## src/rtl/mips_avalon_pkg.sv

```systemverilog
// Shared types and constants for the MIPS Avalon-MM arbiter and memory slave.
package mips_avalon_pkg;

    // Bus widths shared with the unified memory slave.
    localparam int MIPS_ADDR_W = 32;
    localparam int MIPS_DATA_W = 32;
    localparam int MIPS_BE_W   = MIPS_DATA_W / 8;

    typedef enum logic [1:0] {
        IDLE  = 2'd0,
        GNT_I = 2'd1,
        GNT_D = 2'd2
    } arb_state_t;

    // One-hot grant vector, bit order {D, I}.
    localparam logic [1:0] GRANT_NONE = 2'b00;
    localparam logic [1:0] GRANT_I    = 2'b01;
    localparam logic [1:0] GRANT_D    = 2'b10;

    // Encoding of the last-granted register (round-robin build only).
    localparam logic LAST_I = 1'b0;
    localparam logic LAST_D = 1'b1;

    function automatic logic [1:0] state_to_grant(input arb_state_t s);
        case (s)
            GNT_I:   return GRANT_I;
            GNT_D:   return GRANT_D;
            default: return GRANT_NONE;
        endcase
    endfunction

endpackage

```

## src/rtl/mips_arb_watchdog.sv

```systemverilog
// Stall watchdog: counts consecutive stalled granted cycles, pulses timeout
// on the cycle the count reaches TIMEOUT and keeps a sticky error flag.
// TIMEOUT = 0 disables the watchdog entirely.
module mips_arb_watchdog #(
    parameter int TIMEOUT = 1024
) (
    input  logic clk,
    input  logic rst,
    input  logic en,          // granted and slave stalling this cycle
    input  logic clr,         // idle, completion or abort this cycle
    output logic timeout,     // this edge makes the count reach TIMEOUT
    output logic err_sticky
);

    localparam int CW = (TIMEOUT > 0) ? $clog2(TIMEOUT + 1) : 1;
    localparam bit WD_ON = (TIMEOUT > 0);
    localparam logic [CW-1:0] CNT_LAST = (TIMEOUT > 0) ? CW'(TIMEOUT - 1) : '0;
    localparam logic [CW-1:0] CNT_MAX  = CW'(TIMEOUT);

    logic [CW-1:0] cnt_q, cnt_d;
    logic          err_q, err_d;

    // Next count (saturating, clear wins) and sticky error.
    always_comb begin
        cnt_d   = cnt_q;
        timeout = WD_ON && en && !clr && (cnt_q == CNT_LAST);
        if (clr) begin
            cnt_d = '0;
        end else if (en && (cnt_q != CNT_MAX)) begin
            cnt_d = cnt_q + 1'b1;
        end
        err_d = err_q | timeout;
    end

    // Counter and error flag registers.
    always_ff @(posedge clk) begin
        if (rst) begin
            cnt_q <= '0;
            err_q <= 1'b0;
        end else begin
            cnt_q <= cnt_d;
            err_q <= err_d;
        end
    end

    assign err_sticky = err_q;

endmodule

```

## src/rtl/mips_avalon_arbiter.sv

```systemverilog
// Two-master (I-fetch, data) to one-slave Avalon-MM arbiter for the MIPS
// unified memory. Optional build macro: MIPS_ARB_ROUND_ROBIN_EN selects
// round-robin tie breaking; otherwise D wins every tie.
//
// Handshake: a master requests by holding read or write (write wins if both)
// with a stable command; the transfer completes on the first edge where the
// master is granted, still requesting, and sees waitrequest low. An ungranted
// requester always sees waitrequest high; a non-requester sees it low.
module mips_avalon_arbiter
    import mips_avalon_pkg::*;
#(
    parameter int ADDR_W  = 32,
    parameter int DATA_W  = 32,
    parameter int TIMEOUT = 1024
) (
    input  logic                clk,
    input  logic                rst,
    input  logic [ADDR_W-1:0]   i_address,
    input  logic                i_read,
    input  logic                i_write,
    input  logic [DATA_W-1:0]   i_writedata,
    input  logic [DATA_W/8-1:0] i_byteenable,
    output logic                i_waitrequest,
    output logic [DATA_W-1:0]   i_readdata,
    input  logic [ADDR_W-1:0]   d_address,
    input  logic                d_read,
    input  logic                d_write,
    input  logic [DATA_W-1:0]   d_writedata,
    input  logic [DATA_W/8-1:0] d_byteenable,
    output logic                d_waitrequest,
    output logic [DATA_W-1:0]   d_readdata,
    output logic [ADDR_W-1:0]   s_address,
    output logic                s_read,
    output logic                s_write,
    output logic [DATA_W-1:0]   s_writedata,
    output logic [DATA_W/8-1:0] s_byteenable,
    input  logic                s_waitrequest,
    input  logic [DATA_W-1:0]   s_readdata,
    output logic [1:0]          grant,
    output logic                err,
    output arb_state_t          state_dbg
);

    arb_state_t state_q, state_d;

    logic req_i, req_d;
    logic gnt_req;      // the currently granted master is still requesting
    logic done;         // transfer completes at this edge
    logic abort;        // granted master withdrew its request
    logic tie_pick_d;   // D wins a simultaneous request in IDLE
    logic wd_en, wd_clr, wd_timeout;

    assign req_i = i_read | i_write;
    assign req_d = d_read | d_write;

    assign gnt_req = ((state_q == GNT_I) && req_i) || ((state_q == GNT_D) && req_d);
    assign done    = gnt_req && !s_waitrequest;
    assign abort   = (state_q != IDLE) && !gnt_req;

    assign wd_en  = gnt_req && s_waitrequest;
    assign wd_clr = (state_q == IDLE) || done || abort;

`ifdef MIPS_ARB_ROUND_ROBIN_EN
    logic last_q, last_d;

    // Remember which master completed most recently.
    always_comb begin
        last_d = last_q;
        if (done) begin
            last_d = (state_q == GNT_D) ? LAST_D : LAST_I;
        end
    end

    // Last-granted register.
    always_ff @(posedge clk) begin
        if (rst) begin
            last_q <= LAST_I;
        end else begin
            last_q <= last_d;
        end
    end

    assign tie_pick_d = (last_q == LAST_I);
`else
    assign tie_pick_d = 1'b1;
`endif

    // Next-state: arbitrate only from IDLE, every grant returns via IDLE.
    always_comb begin
        state_d = state_q;
        case (state_q)
            IDLE: begin
                if (req_i && req_d) begin
                    state_d = tie_pick_d ? GNT_D : GNT_I;
                end else if (req_d) begin
                    state_d = GNT_D;
                end else if (req_i) begin
                    state_d = GNT_I;
                end
            end
            GNT_I, GNT_D: begin
                if (done || abort || wd_timeout) begin
                    state_d = IDLE;
                end
            end
            default: state_d = IDLE;
        endcase
    end

    // State register.
    always_ff @(posedge clk) begin
        if (rst) begin
            state_q <= IDLE;
        end else begin
            state_q <= state_d;
        end
    end

    // Command mux to the slave and waitrequest back to the masters.
    always_comb begin
        s_address     = '0;
        s_read        = 1'b0;
        s_write       = 1'b0;
        s_writedata   = '0;
        s_byteenable  = '0;
        i_waitrequest = req_i;
        d_waitrequest = req_d;
        case (state_q)
            GNT_I: begin
                s_address     = i_address;
                s_read        = i_read & ~i_write;
                s_write       = i_write;
                s_writedata   = i_writedata;
                s_byteenable  = i_byteenable;
                i_waitrequest = s_waitrequest;
            end
            GNT_D: begin
                s_address     = d_address;
                s_read        = d_read & ~d_write;
                s_write       = d_write;
                s_writedata   = d_writedata;
                s_byteenable  = d_byteenable;
                d_waitrequest = s_waitrequest;
            end
            default: ;
        endcase
    end

    // Read data goes to both masters; only the granted one is released.
    assign i_readdata = s_readdata;
    assign d_readdata = s_readdata;

    assign grant     = state_to_grant(state_q);
    assign state_dbg = state_q;

    mips_arb_watchdog #(
        .TIMEOUT(TIMEOUT)
    ) u_watchdog (
        .clk        (clk),
        .rst        (rst),
        .en         (wd_en),
        .clr        (wd_clr),
        .timeout    (wd_timeout),
        .err_sticky (err)
    );

endmodule

```

## config.mk

```make
export PLATFORM = sky130hd
export DESIGN_NAME = mips_avalon_arbiter
export DESIGN_NICKNAME = d
export VERILOG_FILES = /design/src/rtl/mips_avalon_pkg.sv /design/src/rtl/mips_arb_watchdog.sv /design/src/rtl/mips_avalon_arbiter.sv
export SDC_FILE = /design/constraint.sdc
export NUM_CORES = 1
export LEC_CHECK = 0
export ABC_AREA = 1
export CAP_MARGIN = 0
export CORE_AREA = 2 2 122 124
export CTS_CLUSTER_DIAMETER = 80
export CTS_CLUSTER_SIZE = 10
export DETAILED_ROUTE_END_ITERATION = 12
export DIE_AREA = 0 0 124 126
export HOLD_SLACK_MARGIN = 0.12
export SLEW_MARGIN = 20
export SYNTH_ARGS = -nofsm -noshare
export SYNTH_HDL_FRONTEND = slang
export SYNTH_SLANG_ARGS = --single-unit
```

## constraint.sdc

```tcl
create_clock -name clk -period 2 [get_ports clk]
set_input_delay 0.4 -clock clk [delete_from_list [all_inputs] [get_ports clk]]
set_output_delay 0.4 -clock clk [all_outputs]
set_load 0.05 [all_outputs]
```

==> out/results.ini <==
[worst_setup_path]
required_ns=1.60
cp.arrival_ns=1.60
endpoint_kind=output port
cp_max_fo=9
path_class=flop to output port
startpoint_type=flop

[detailed_routing]
vias=3436
finalWirelength_um=12700
wl_per_cell_um=16.0
drc=0
postRouteAntennaNets=0
viasPerCell=4.32
dr.pass1.iters=4
first_iter_violations=59

[sta]
setup_viol=2
fmax_mhz=500
fin_ws_ns=-0.00141
finalCritPeriodShare=1.00
drv_slew=0
hold_viol_final=0
finClkSkew_ns=0.00634
slew_headroom=0.665
worstMarginPinSlew_ns=0.501
layout_min_cycle_time_ns=2.00
rsz0062_at_grt=yes

[cells_and_area]
fin_cells=795
multi_input_comb_area_sq_um=2410
drive_above_1_share=0.398
seqCellArea_sq_um=288
finish.utilization=0.438
fillers=1345
area_growth_pct=158
diodes=0
nets=793

[clocking]
cts_htree_levels=1
clock_path_buffers=2
clock_sinks=14
worst_skew_pair.late_latency_ns=0.25
root_buffer=clkbuf_16
cts_buffers=3
ctsHoldBuffers=0
cts_tree=done
clk_pin_slew_ns=0.05

[floorplanning]
ios=316
num_rows=44
initial_utilization=0.170
die_area_sq_um=15600
die_h_um=126
fp.coreArea_sq_um=14300
die_w_um=124

[global_routing]
grt_max_degree=35
antenna_found_initial=0
overflow=0
grt_use_total=0.138
grt_pass1_wl_um=17300
grt_pass1_vias=3520

[synthesis]
ys_ff_latch=14
syn-instance-count=442
syn_nets=623
ys_seq_area_frac=0.115
synth_top_family_by_area=simple AND/OR/NAND/NOR gates
synth_xor_area_frac=0.0252
synth_fa_ha_area_frac=0.0309
synth_compound_area_frac=0.188
yosys.area_share.simple=0.362
synth_area_sq_um=2430
ys_types=26
yosysWarnings=0
synthMuxAreaShare=0
avgSynthCellArea_sq_um=5.50

[placement]
finalWeightedCongestion=0.877
io_buffers=219
hpwlAfterDp_um=9460
dpl.cell_count=773

[worst_hold_path]
hold_path_class=flop to flop

[power_and_ir_drop]
peakVddDrop_mv=0.245
leakage_nw=2.04
finalPower_mw=4.19
p_per_area_nw_per_um2=667

[outcome]
violations=setup timing
status=finished, violations left

[run]
maxCapViolCount=0

## Yosys cell counts, drive strengths merged
cell type / count / area share
nor4: 2 / 0.0051
a31oi: 1 / 0.0026
xor2: 5 / 0.018
nor2: 15 / 0.037
nand2: 179 / 0.28
nor3: 7 / 0.016
o21ai: 7 / 0.014
buf: 73 / 0.22
a21oi: 83 / 0.17
xnor2: 2 / 0.0072
clkbuf: 15 / 0.023
inv: 24 / 0.037
ha: 6 / 0.031
nand3: 9 / 0.021
dfxtp: 14 / 0.12
## layout by cell type (no fill, tap or decap), drive strengths merged
master         count
nor2              15
nor3               7
xnor2              2
a31oi              1
o21ai              7
clkbuf             8
dfxtp             14
buf              105
nor4               2
inv               24
xor2               5
clkdlybuf4s50    144
ha                 6
a21oi             83
nand3              9
nand2            179
## cell families after synthesis
| family | count (synthesis) |
|---|---|
| XOR/XNOR | 7 |
| AO/OA/AOI/OAI | 91 |
| flip-flops | 14 |
| adder cells (fa/ha/maj) | 6 |
| AND/OR/NAND/NOR | 212 |
| buffers and inverters | 112 |
## flip-flops by register name, indices dropped and copies added (netlist names)
| name | flops |
|---|---|
| u_watchdog.err_sticky | 1 |
| u_watchdog.cnt_q | 11 |
| state_dbg | 2 |
## final timing paths
| path | slack (ns) | depth (start not counted) | from | end |
|---|---|---|---|---|
| min | 0.47 | 2 | u_watchdog.err_sticky | u_watchdog.err_sticky |
| max | -0.001 | 7 | state_dbg[0] | s_address[22] |
| min reg2reg | 0.47 | 2 | u_watchdog.err_sticky | u_watchdog.err_sticky |
| max reg2reg | 0.20 | 11 | state_dbg[1] | u_watchdog.cnt_q[1] |
## critical path, stage by stage (launching register included)
cell and delay [ns]:
dfxtp_4 0.37, buf_12 0.11, ha_4 0.16, buf_4 0.14, clkbuf_16 0.16, nand2_2 0.07
a21oi_4 0.18, buf_12 0.16
## routing by layer
layer | wire (um) | part of all wire | GRT usage | vias up
li1 | - | - | - | 1675
met1 | 4630 | 0.36 | 0.146 | 1597
met2 | 6930 | 0.54 | 0.276 | 141
met3 | 1000 | 0.079 | 0.0281 | 23
met4 | 163 | 0.013 | 0.0264 | 0
met5 | 0 | 0 | 0 | -
## what timing repair did
item                       4_1_cts  5_1_grt
hold endpoints to repair         0        0
pin swaps                        1       22
setup endpoints to repair       70       68
resized for setup               23       72
cloned                           2        6
buffers inserted                 7        4
## power by group
| group | leakage [nW] | internal (mW) | total [mW] | switching, mW |
|---|---|---|---|---|
| combinational | 1.88 | 1.47 | 3.50 | 2.02 |
| sequential | 0.114 | 0.292 | 0.303 | 0.0111 |
| clock | 0.0382 | 0.269 | 0.385 | 0.116 |
| total | 2.04 | 2.03 | 4.19 | 2.15 |
## area by class of cell
cell class,instances,area share
Multi-Input combinational cell,316,0.385
Sequential cell,14,0.0459
Timing Repair Buffer,253,0.504
Tap cell,184,0.0367
Clock buffer,4,0.0126
Inverter,24,0.0156
## metrics by stage
stage          setup TNS (ns)  setup WS (ns)  cell area, sq um  hold slack, ns
2_1_floorplan               0         0.0186              3280           0.457
6_report             -0.00203       -0.00141              6270           0.465
4_1_cts                -0.339        -0.0328              5920           0.466
3_3_place_gp                0         0.0452              5610           0.443
3_5_place_dp                0         0.0569              5610           0.456
5_1_grt                 -1.55        -0.0510              6270           0.497
Note: power is estimated with default switching activity, not from simulation.
